### config.mk
export PLATFORM = sky130hd
export DESIGN_NAME = cory_join_flat
export DESIGN_NICKNAME = d
export VERILOG_FILES = /design/src/rtl/cory_join_if.sv /design/src/rtl/cory_join.sv /design/src/flat_wrapper.sv
export SDC_FILE = /design/constraint.sdc
export NUM_CORES = 1
export LEC_CHECK = 0
export ABC_AREA = 1
export CAP_MARGIN = 5
export CORE_MARGIN = 2
export CORE_UTILIZATION = 52
export CTS_CLUSTER_SIZE = 25
export DETAILED_ROUTE_END_ITERATION = 6
export PLACE_DENSITY = 0.91
export SETUP_SLACK_MARGIN = 0.5
export SLEW_MARGIN = 20
export SYNTH_ARGS = -nofsm -noshare
export SYNTH_HDL_FRONTEND = slang
export SYNTH_SLANG_ARGS = --single-unit
### constraint.sdc
create_clock -name clk -period 4.2 [get_ports clk]
set_input_delay 0.42 -clock clk [delete_from_list [all_inputs] [get_ports clk]]
set_output_delay 0.42 -clock clk [all_outputs]
set_load 0.05 [all_outputs]
### src/rtl/cory_join_if.sv
// cory_join_if: per-lane input handshakes plus the joined output port of cory_join
interface cory_join_if #(parameter int N = 4, W = 8, CW = 8);
  logic [N-1:0] i_ax_v, o_ax_r, o_pend;
  logic [N*W-1:0] i_ax_d, o_z_d;
  logic o_z_v, i_z_r;
  logic [CW-1:0] o_z_skew;
  modport slave(input i_ax_v, i_ax_d, i_z_r, output o_ax_r, o_z_v, o_z_d, o_z_skew, o_pend);
  modport master(output i_ax_v, i_ax_d, i_z_r, input o_ax_r, o_z_v, o_z_d, o_z_skew, o_pend);
endinterface

### src/rtl/cory_join.sv
// cory_join: gathers one beat per lane into holding slots and emits one concatenated beat with lane skew
module cory_join #(parameter int N = 4, W = 8, CW = 8) (
  input logic clk,
  input logic reset_n,
  cory_join_if.slave bus
);
  logic [N-1:0] h, acc;
  logic [N*W-1:0] slot_d;
  logic [CW-1:0] skew;
  logic cnt_on, out_free, fire, start;
  assign out_free = !bus.o_z_v | bus.i_z_r;
  assign fire = (&h) & out_free;
  assign bus.o_ax_r = ~h | {N{fire}};
  assign acc = bus.i_ax_v & bus.o_ax_r;
  assign start = (|acc) & (~|h | fire);
  assign bus.o_pend = h;
  // a slot fills on accept and empties on fire unless refilled in the same cycle
  always_ff @(posedge clk or negedge reset_n)
    if (!reset_n) begin
      h <= '0;
      slot_d <= '0;
    end else begin
      h <= acc | (h & ~{N{fire}});
      for (int i = 0; i < N; i++)
        if (acc[i]) slot_d[i*W +: W] <= bus.i_ax_d[i*W +: W];
    end
  // skew restarts on the first capture of a set, counts while incomplete, saturates, freezes when full
  always_ff @(posedge clk or negedge reset_n)
    if (!reset_n) begin
      skew <= '0;
      cnt_on <= 1'b0;
    end else if (start) begin
      skew <= '0;
      cnt_on <= 1'b1;
    end else if (fire) cnt_on <= 1'b0;
    else if (cnt_on && !(&h) && !(&skew)) skew <= skew + 1'b1;
  // output register loads on fire, drops valid on drain, keeps data and skew
  always_ff @(posedge clk or negedge reset_n)
    if (!reset_n) begin
      bus.o_z_v <= 1'b0;
      bus.o_z_d <= '0;
      bus.o_z_skew <= '0;
    end else if (fire) begin
      bus.o_z_v <= 1'b1;
      bus.o_z_d <= slot_d;
      bus.o_z_skew <= skew;
    end else if (bus.i_z_r) bus.o_z_v <= 1'b0;
endmodule

### src/flat_wrapper.sv
// flat-port wrapper written by rule: the top's interface ports become plain ports
module cory_join_flat 
#(parameter int N = 4, W = 8, CW = 8)
  (clk, reset_n, bus_i_ax_v, bus_i_ax_d, bus_i_z_r, bus_o_ax_r, bus_o_z_v, bus_o_z_d, bus_o_z_skew, bus_o_pend);
  cory_join_if #(.N(N), .W(W), .CW(CW)) bus_i ();
  input logic clk;
  input logic reset_n;
  input wire logic [$bits(bus_i.i_ax_v)-1:0] bus_i_ax_v;
  input wire logic [$bits(bus_i.i_ax_d)-1:0] bus_i_ax_d;
  input wire logic [$bits(bus_i.i_z_r)-1:0] bus_i_z_r;
  output wire logic [$bits(bus_i.o_ax_r)-1:0] bus_o_ax_r;
  output wire logic [$bits(bus_i.o_z_v)-1:0] bus_o_z_v;
  output wire logic [$bits(bus_i.o_z_d)-1:0] bus_o_z_d;
  output wire logic [$bits(bus_i.o_z_skew)-1:0] bus_o_z_skew;
  output wire logic [$bits(bus_i.o_pend)-1:0] bus_o_pend;
  assign bus_i.i_ax_v = bus_i_ax_v;
  assign bus_i.i_ax_d = bus_i_ax_d;
  assign bus_i.i_z_r = bus_i_z_r;
  assign bus_o_ax_r = bus_i.o_ax_r;
  assign bus_o_z_v = bus_i.o_z_v;
  assign bus_o_z_d = bus_i.o_z_d;
  assign bus_o_z_skew = bus_i.o_z_skew;
  assign bus_o_pend = bus_i.o_pend;
  cory_join #(.N(N), .W(W), .CW(CW)) u_core (.clk(clk), .reset_n(reset_n), .bus(bus_i));
endmodule
==> metrics.txt, run 1 <==
run status=finished clean; number of clock buffers inserted by TritonCTS=9; ranking of synthesized cells by instance count=sky130_fd_sc_hd__nand2_1, sky130_fd_sc_hd__dfrtp_1, sky130_fd_sc_hd__nor2_1; via count normalized by instance count=just over 5; number of different library cells in the post-synthesis netlist=22; Max-cap violations=0; clock net sink count=86; cell count after placement=around 500; RSZ-0062 raised after global routing=false; global placement routability congestion=around 0.88; Top Ports=between 80 and 90; most common cell in the synthesized netlist=sky130_fd_sc_hd__nand2_1; Final setup viols=0; DRC violation total after the first TritonRoute iteration=around 180; count of vias placed by the detailed router=around 2,600; post-synthesis async set-or-reset flop share=1.00; CTS root buf=sky130_fd_sc_hd__clkbuf_8; Setup Fix Bufs, Post-CTS=0; cell taking the most area after synthesis=sky130_fd_sc_hd__dfrtp_1; CTS clk-pin slew, worst paths=roughly 80 ps; flip-flop and latch count after synthesis=between 80 and 90; crit path kind=flip-flop to output port; count of standard-cell rows=29; deepest clock path buffer count=2; drt first pass iters=4; number of nets in the layout=approximately 480; fraction of synthesized cell area taken by the top area cell type=0.639; clk_skew=8.75 ps; fraction of final layout cells sized beyond drive strength 1=0.0677; Synth area leaders=sky130_fd_sc_hd__dfrtp_1, sky130_fd_sc_hd__nand2_1, sky130_fd_sc_hd__o21ai_0; Yosys warning count=0; number of H-tree levels=3; total area of multi-input combinational cells=around 1000 um^2; data arrival at the endpoint of the critical path=approximately 2600 ps; area used by sequential logic in the layout=about 2200 um^2; type of element capturing the critical path=output port; IO Port Bufs=87; via count of the first global-routing pass=between 2,000 and 3,000; endpoint required time on the critical path=approximately 3800 ps; latest clock arrival within the worst-skew pair=350 ps; final core utilization=0.709; non-filler cells in the finished layout=520; maximum fanout count along the critical path=30; post-route setup TNS=0 ps; number of synthesized flops with an enable pin=0; maximum operating frequency=roughly 330 MHz; clock period minus worst slack=a little over 3000 ps; post-synthesis cell area=between 3000 and 4000 um^2; Top FF cell, synth=sky130_fd_sc_hd__dfrtp_1; # fillers=459; core area=between 6000 and 7000 um^2; type of the most critical hold path=primary input to asynchronous set/reset pin; antenna violation net count after detailed routing=0; post-synthesis sequential area ratio=0.639; wire length of the first global-routing pass=12.7 mm; number of resized instances in the post-cts repair step=0; remaining routing DRC violations=0; detail-routed net length per standard cell=~15 um; count of final hold-check violations=0; hold_buf cts=0; number of nets produced by synthesis=about 390; HPWL after detailed placement=around 5.3 mm; Die Y=84.5 um; startpoint type of the worst setup path=flip-flop; Antenna diodes=0; slew of the pin with the lowest slew margin=between 700 and 800 ps; Die Area=7140 um^2; aggregate global-route resource usage=0.228; total congestion overflow=0; tightest slew margin relative to the limit=0.496; pre-CTS setup slack=roughly 1200 ps; Syn Area/Cell=9.60 um^2; Final Slew Violations=0; Gate Count Post-Synth=between 300 and 400; Setup WS post-layout=about 1100 ps; TritonCTS clock tree=yes; width of the chip=between 80 and 90 um; Area growth syn-to-layout=32.9%; number of antenna violations at the first check in global routing=0; pin count of the biggest net entering global routing=between 80 and 90; Final Cycle Share=0.728; total wire length=7.59 mm; Initial Util=0.534
[worst max-delay path: stages, from the launching register on]
cell and delay, ps:
sky130_fd_sc_hd__dfrtp_1 450, sky130_fd_sc_hd__nand2_1 90, sky130_fd_sc_hd__nor2_2 150, sky130_fd_sc_hd__nand2_2 340, sky130_fd_sc_hd__buf_4 350, sky130_fd_sc_hd__nand2_4 90
sky130_fd_sc_hd__clkdlybuf4s50_1 800
[layout make-up]
cell class | instances | share of cell area
Clock buffer | 13 | 0.0333
Clock inverter | 3 | 0.00978
Inverter | 39 | 0.0327
Multi-Input combinational cell | 213 | 0.224
Sequential cell | 86 | 0.481
Tap cell | 77 | 0.0215
Timing Repair Buffer | 89 | 0.198
[sequential cells by signal, indices dropped and copies added (netlist names)]
signal and count:
u_core.bus.o_z_d 32, u_core.bus.o_pend 4, u_core.bus.o_z_skew 8, u_core.slot_d 32, u_core.skew 8, u_core.cnt_on 1
u_core.bus.o_z_v 1
[placed cells by master, fill, tap and decap left out, types with 2 or more instances in the layout]
cell type | netlist | layout
sky130_fd_sc_hd__nand2_1 | 88 | 88
sky130_fd_sc_hd__clkdlybuf4s50_1 | 0 | 86
sky130_fd_sc_hd__dfrtp_1 | 86 | 86
sky130_fd_sc_hd__nor2_1 | 40 | 40
sky130_fd_sc_hd__inv_1 | 38 | 38
sky130_fd_sc_hd__o21ai_0 | 33 | 33
sky130_fd_sc_hd__a21oi_1 | 27 | 27
sky130_fd_sc_hd__clkbuf_8 | 0 | 10
sky130_fd_sc_hd__mux2_4 | 6 | 6
sky130_fd_sc_hd__nand2_2 | 4 | 4
sky130_fd_sc_hd__nand3_1 | 4 | 4
sky130_fd_sc_hd__clkbuf_1 | 7 | 3
sky130_fd_sc_hd__nor3_1 | 2 | 2
sky130_fd_sc_hd__xor2_1 | 2 | 2
sky130_fd_sc_hd__buf_4 | 0 | 2
[metrics by stage]
stage | hold WS, ps | instance area, um^2
finish | 91.1 | 4480
global route | 178 | 4480
CTS | 289 | 4470
detailed placement | 465 | 4280
global placement | 455 | 4280
floorplan | 124 | 3370
[per-layer routing]
metal | wire length [um] | track usage
met5 | 0 | 0
met3 | 392 | 0.0442
met2 | 3780 | 0.366
met4 | 244 | 0.134
met1 | 3170 | 0.289
[cells by family after synthesis]
family / after synthesis / share of synthesized area
multiplexers: 6 / 0.0267
adder cells (fa/ha/maj): 1 / 0.00371
XOR/XNOR: 2 / 0.00520
AND/OR/NAND/NOR: 141 / 0.166
AO/OA/AOI/OAI: 63 / 0.0958
flip-flops: 86 / 0.639
buffers and inverters: 52 / 0.0639
[final timing paths]
path	startpoint	end	slack, ps	depth (start not counted)
worst min-delay path	reset_n	u_core.slot_d[10]	90	1
worst min register to register	u_core.bus.o_z_d[0]	u_core.bus.o_z_d[0]	480	2
max in group asynchronous	reset_n	u_core.bus.o_z_d[18]	3570	1
worst max-delay path	u_core.bus.o_pend[0]	bus_o_ax_r[0]	1140	6
min in group clk	u_core.bus.o_z_d[0]	u_core.bus.o_z_d[0]	480	2
worst max register to register	u_core.bus.o_pend[0]	u_core.skew[5]	1800	9
Power of run 1 is left out: the tool's default activity adds up to more than one toggle a clock period on the data nets, which glitch-free logic cannot reach.
==> run 2, diff against run 1 <==
CORE_UTILIZATION = 43   (was 52)
PLACE_DENSITY = 0.81   (was 0.91)
clock period = 2.8 ns   (was 4.2 ns; I/O delays follow)
==> metrics.txt, run 2 (synthesis gave the netlist of run 1 again) <==
type of element capturing the critical path=output port; total wire length=6.94 mm; total congestion overflow=0; DRC violation total after the first TritonRoute iteration=about 150; Setup WS post-layout=~740 ps; final core utilization=0.592; deepest clock path buffer count=2; met2 global-route usage=0.276; area used by sequential logic in the layout=about 2200 um^2; Max-cap violations=0; pin count of the biggest net entering global routing=87; critical path startpoint=u_core.bus.o_pend[0]; Final Slew Violations=0; number of antenna violations at the first check in global routing=0; HPWL after detailed placement=between 4 and 5 mm; antenna violation net count after detailed routing=0; crit path kind=flip-flop to output port; IO Port Bufs=a little under 90; cells along the critical path=nand2_1 -> nor2_2 -> nand2_2 -> nand2_1 -> buf_12; data arrival at the endpoint of the critical path=1780 ps; global placement routability congestion=a little under 0.8; most frequent cells in the layout=sky130_fd_sc_hd__nand2_1, sky130_fd_sc_hd__dfrtp_1, sky130_fd_sc_hd__clkdlybuf4s50_1; via count of the first global-routing pass=between 2,000 and 3,000; type of the most critical hold path=primary input to asynchronous set/reset pin; GR peak layer=met2; GR Layer Usage met1=0.238; met3 layer usage reported by global route=0.0431; count of vias placed by the detailed router=2,548; count of buffer and inverter cells on the critical path=1; hold_buf cts=0; post-route setup TNS=0 ps; total area of multi-input combinational cells=1000 um^2; endpoint required time on the critical path=2520 ps; startpoint type of the worst setup path=flip-flop; largest registers ranked by flip-flop count=u_core.bus.o_z_d (32), u_core.slot_d (32); wire length of the first global-routing pass=11.8 mm; core area=7650 um^2; count of final hold-check violations=43; slew of the pin with the lowest slew margin=739 ps; final hold slack=-31.8 ps; number of resized instances in the post-cts repair step=0; commonest non-fill, non-tap cell in the layout=sky130_fd_sc_hd__nand2_1; violated checks=hold timing; RSZ-0062 raised after global routing=false; Setup Fix Bufs, Post-CTS=0; count of standard-cell rows=32; clock period minus worst slack=2060 ps; Die Y=a little over 90 um; Area growth syn-to-layout=34.3%; detail-routed net length per standard cell=approximately 13 um; launch instance of the worst register-to-register path=u_core.bus.o_pend[0]; Antenna diodes=0; delay contributed by the slowest stage of the critical path=roughly 460 ps; maximum fanout count along the critical path=25; latest clock arrival within the worst-skew pair=about 350 ps; CTS root buf=sky130_fd_sc_hd__clkbuf_8; category of cells accounting for the largest share of critical-path delay=simple AND/OR/NAND/NOR gates; Die Area=8560 um^2; Initial Util=0.441; Final setup viols=0; TritonCTS clock tree=yes; most frequent cell on the critical path=sky130_fd_sc_hd__nand2_1; run status=complete, but fails checks; maximum operating frequency=about 500 MHz; number of clock buffers inserted by TritonCTS=9; aggregate global-route resource usage=0.178; cell with the largest stage delay on the worst path=sky130_fd_sc_hd__dfrtp_1; # fillers=652; width of the chip=92.5 um; CTS clk-pin slew, worst paths=about 80 ps; number of H-tree levels=3; clk_skew=between 7 and 8 ps; tightest slew margin relative to the limit=0.507; drt first pass iters=4; via count normalized by instance count=4.68; pre-CTS setup slack=between 500 and 600 ps; Final Cycle Share=0.735; fraction of final layout cells sized beyond drive strength 1=0.0790; Top Ports=just under 90; clock net sink count=86; remaining routing DRC violations=0; number of nets in the layout=480
## run 2: changes by cell type in the layout (fill, tap and decap cells not counted)
cell | before | now
sky130_fd_sc_hd__buf_4 | 2 | 4
sky130_fd_sc_hd__buf_12 | 0 | 4
sky130_fd_sc_hd__clkinv_4 | 1 | 0
sky130_fd_sc_hd__clkbuf_1 | 3 | 2
sky130_fd_sc_hd__bufinv_16 | 1 | 0
sky130_fd_sc_hd__clkdlybuf4s50_1 | 86 | 82
sky130_fd_sc_hd__clkinv_2 | 1 | 2
## run 2: path summary, 6_finish.rpt
check                                       end  slack [ps]  depth (start not counted)
min in group clk            u_core.bus.o_z_d[2]         470                          2
setup / recovery                  bus_o_ax_r[2]         740                          5
setup reg to reg                 u_core.skew[2]         760                          9
hold / removal             u_core.bus.o_z_d[11]         -30                          1
hold reg to reg             u_core.bus.o_z_d[2]         470                          2
max in group asynchronous  u_core.bus.o_z_d[29]        2320                          1
## run 2: through the flow
step / hold WS (ps) / instance area, um^2 / cells
6_report: -31.8 / 4530 / 545
4_1_cts: 153 / 4520 / 545
3_5_place_dp: 456 / 4370 / 531
2_1_floorplan: -15.6 / 3370 / 351
3_3_place_gp: 458 / 4370 / 531
5_1_grt: 31.9 / 4530 / 545
## run 2: final cells by class
cell class / count / area share
Inverter: 39 / 0.0323
Sequential cell: 86 / 0.476
Multi-Input combinational cell: 213 / 0.221
Clock inverter: 2 / 0.00221
Clock buffer: 12 / 0.0321
Tap cell: 102 / 0.0282
Timing Repair Buffer: 91 / 0.208
## run 2: per-layer routing
metal | wire [um] | vias to the layer above
li1 | - | 1266
met1 | 3240 | 1206
met2 | 3220 | 62
met3 | 320 | 14
met4 | 160 | 0
met5 | 0 | -
Power of run 2 is left out for the same reason.
==> run 3, diff against run 2 <==
clock period = 1.7 ns   (was 2.8 ns; I/O delays follow)
==> metrics.txt, run 3 (synthesis gave the netlist of run 1 again) <==
number of clock buffers inserted by TritonCTS=9; clock period minus worst slack=roughly 1600 ps; data arrival at the endpoint of the critical path=approximately 1500 ps; slew of the pin with the lowest slew margin=approximately 520 ps; tightest slew margin relative to the limit=0.653; cell with the largest stage delay on the worst path=sky130_fd_sc_hd__dfrtp_2; Final Slew Violations=0; pin count of the biggest net entering global routing=42; latest clock arrival within the worst-skew pair=approximately 360 ps; cells along the critical path=nand2_2 -> nor2_4 -> nand2_8 -> nand2_4 -> buf_6 -> buf_12; count of standard-cell rows=32; number of nets in the layout=529; count of buffer and inverter cells on the critical path=2; delay contributed by the slowest stage of the critical path=roughly 400 ps; DRC violation total after the first TritonRoute iteration=roughly 120; count of vias placed by the detailed router=3,010; number of H-tree levels=3; via count of the first global-routing pass=~2,900; maximum operating frequency=608 MHz; final core utilization=0.743; type of the most critical hold path=primary input to asynchronous set/reset pin; remaining routing DRC violations=0; largest registers ranked by flip-flop count=u_core.bus.o_z_d (32), u_core.slot_d (32); detail-routed net length per standard cell=~18 um; CTS clk-pin slew, worst paths=100 ps; Final Cycle Share=0.968; core area=around 7600 um^2; startpoint type of the worst setup path=flip-flop; antenna violation net count after detailed routing=0; Area growth syn-to-layout=68.6%; width of the chip=92.5 um; RSZ-0062 raised after global routing=true; total congestion overflow=0; Final setup viols=0; wire length of the first global-routing pass=around 14 mm; aggregate global-route resource usage=0.211; deepest clock path buffer count=2; category of cells accounting for the largest share of critical-path delay=simple AND/OR/NAND/NOR gates; via count normalized by instance count=between 5 and 6; Die Area=approximately 8600 um^2; endpoint required time on the critical path=between 1500 and 2000 ps; Top Ports=roughly 90; Die Y=slightly above 90 um; HPWL after detailed placement=5.35 mm; run status=finished clean; type of element capturing the critical path=output port; IO Port Bufs=a little under 90; TritonCTS clock tree=yes; Antenna diodes=0; fraction of final layout cells sized beyond drive strength 1=0.466; clock net sink count=86; drt first pass iters=4; most frequent cells in the layout=sky130_fd_sc_hd__dfrtp_1, sky130_fd_sc_hd__nand2_1, sky130_fd_sc_hd__inv_1, sky130_fd_sc_hd__clkdlybuf4s50_1, sky130_fd_sc_hd__buf_4; CTS root buf=sky130_fd_sc_hd__clkbuf_8; total wire length=10.7 mm; global placement routability congestion=approximately 0.84; clk_skew=around 15 ps; Initial Util=0.441; number of antenna violations at the first check in global routing=0; maximum fanout count along the critical path=6; Max-cap violations=0; crit path kind=flip-flop to output port; commonest non-fill, non-tap cell in the layout=sky130_fd_sc_hd__dfrtp_1; count of final hold-check violations=0
## run 3: worst paths after layout
check	slack, ps	depth (start not counted)	startpoint	endpoint
max in group asynchronous	760	3	reset_n	u_core.bus.o_z_d[12]
hold reg to reg	490	2	u_core.bus.o_z_d[14]	u_core.bus.o_z_d[14]
hold / removal	330	2	reset_n	u_core.bus.o_z_d[28]
min in group clk	380	3	bus_i_ax_d[28]	u_core.slot_d[28]
setup reg to reg	70	10	u_core.bus.o_pend[2]	u_core.cnt_on
setup / recovery	50	6	u_core.bus.o_pend[2]	bus_o_ax_r[3]
## run 3: worst reg2reg max path: stages (launching register included)
cell                       delay [ps]
sky130_fd_sc_hd__dfrtp_2          440
sky130_fd_sc_hd__nand2_2           80
sky130_fd_sc_hd__nor2_4            60
sky130_fd_sc_hd__nand2_8          130
sky130_fd_sc_hd__buf_6            130
sky130_fd_sc_hd__buf_12           140
sky130_fd_sc_hd__clkinv_8          50
sky130_fd_sc_hd__o21a_1           190
sky130_fd_sc_hd__o21ai_4          100
sky130_fd_sc_hd__buf_4            150
sky130_fd_sc_hd__o21ai_2           50
## run 3: cell type report
class,count,area (um^2)
Inverter,39,159
Sequential cell,86,2160
Clock buffer,9,124
Clock inverter,7,56.3
Fill cell,480,1970
Multi-Input combinational cell,213,1550
Timing Repair Buffer,140,1510
Tap cell,102,128
## run 3: stage by stage
step	hold slack [ps]	TNS [ps]	std cells	setup WS (ps)	cell area, um^2
2_1_floorplan	-126	-399	351	-52.1	3430
3_3_place_gp	181	0	545	24.8	4490
3_5_place_dp	182	-448	545	-69.4	4490
4_1_cts	346	0	578	118	4990
5_1_grt	374	0	596	6.00	5680
6_report	330	0	596	54.2	5680
## run 3: layer usage
layer  vias up  track usage  wire [um]
li1       1375            -          -
met1      1502        0.251       3930
met2       109        0.380       5950
met3        24       0.0382        512
met4         0       0.0808        332
met5         -            0          0
## run 3: repair_timing
item                       in CTS  in global routing
setup buffers                  11                 13
setup endpoints to repair     119                 93
hold endpoints to repair       39                  0
gates cloned                    5                  5
hold buffers                    1                  0
resized for setup             215                147
pin swaps                       6                 23
Power of run 3 is left out for the same reason.
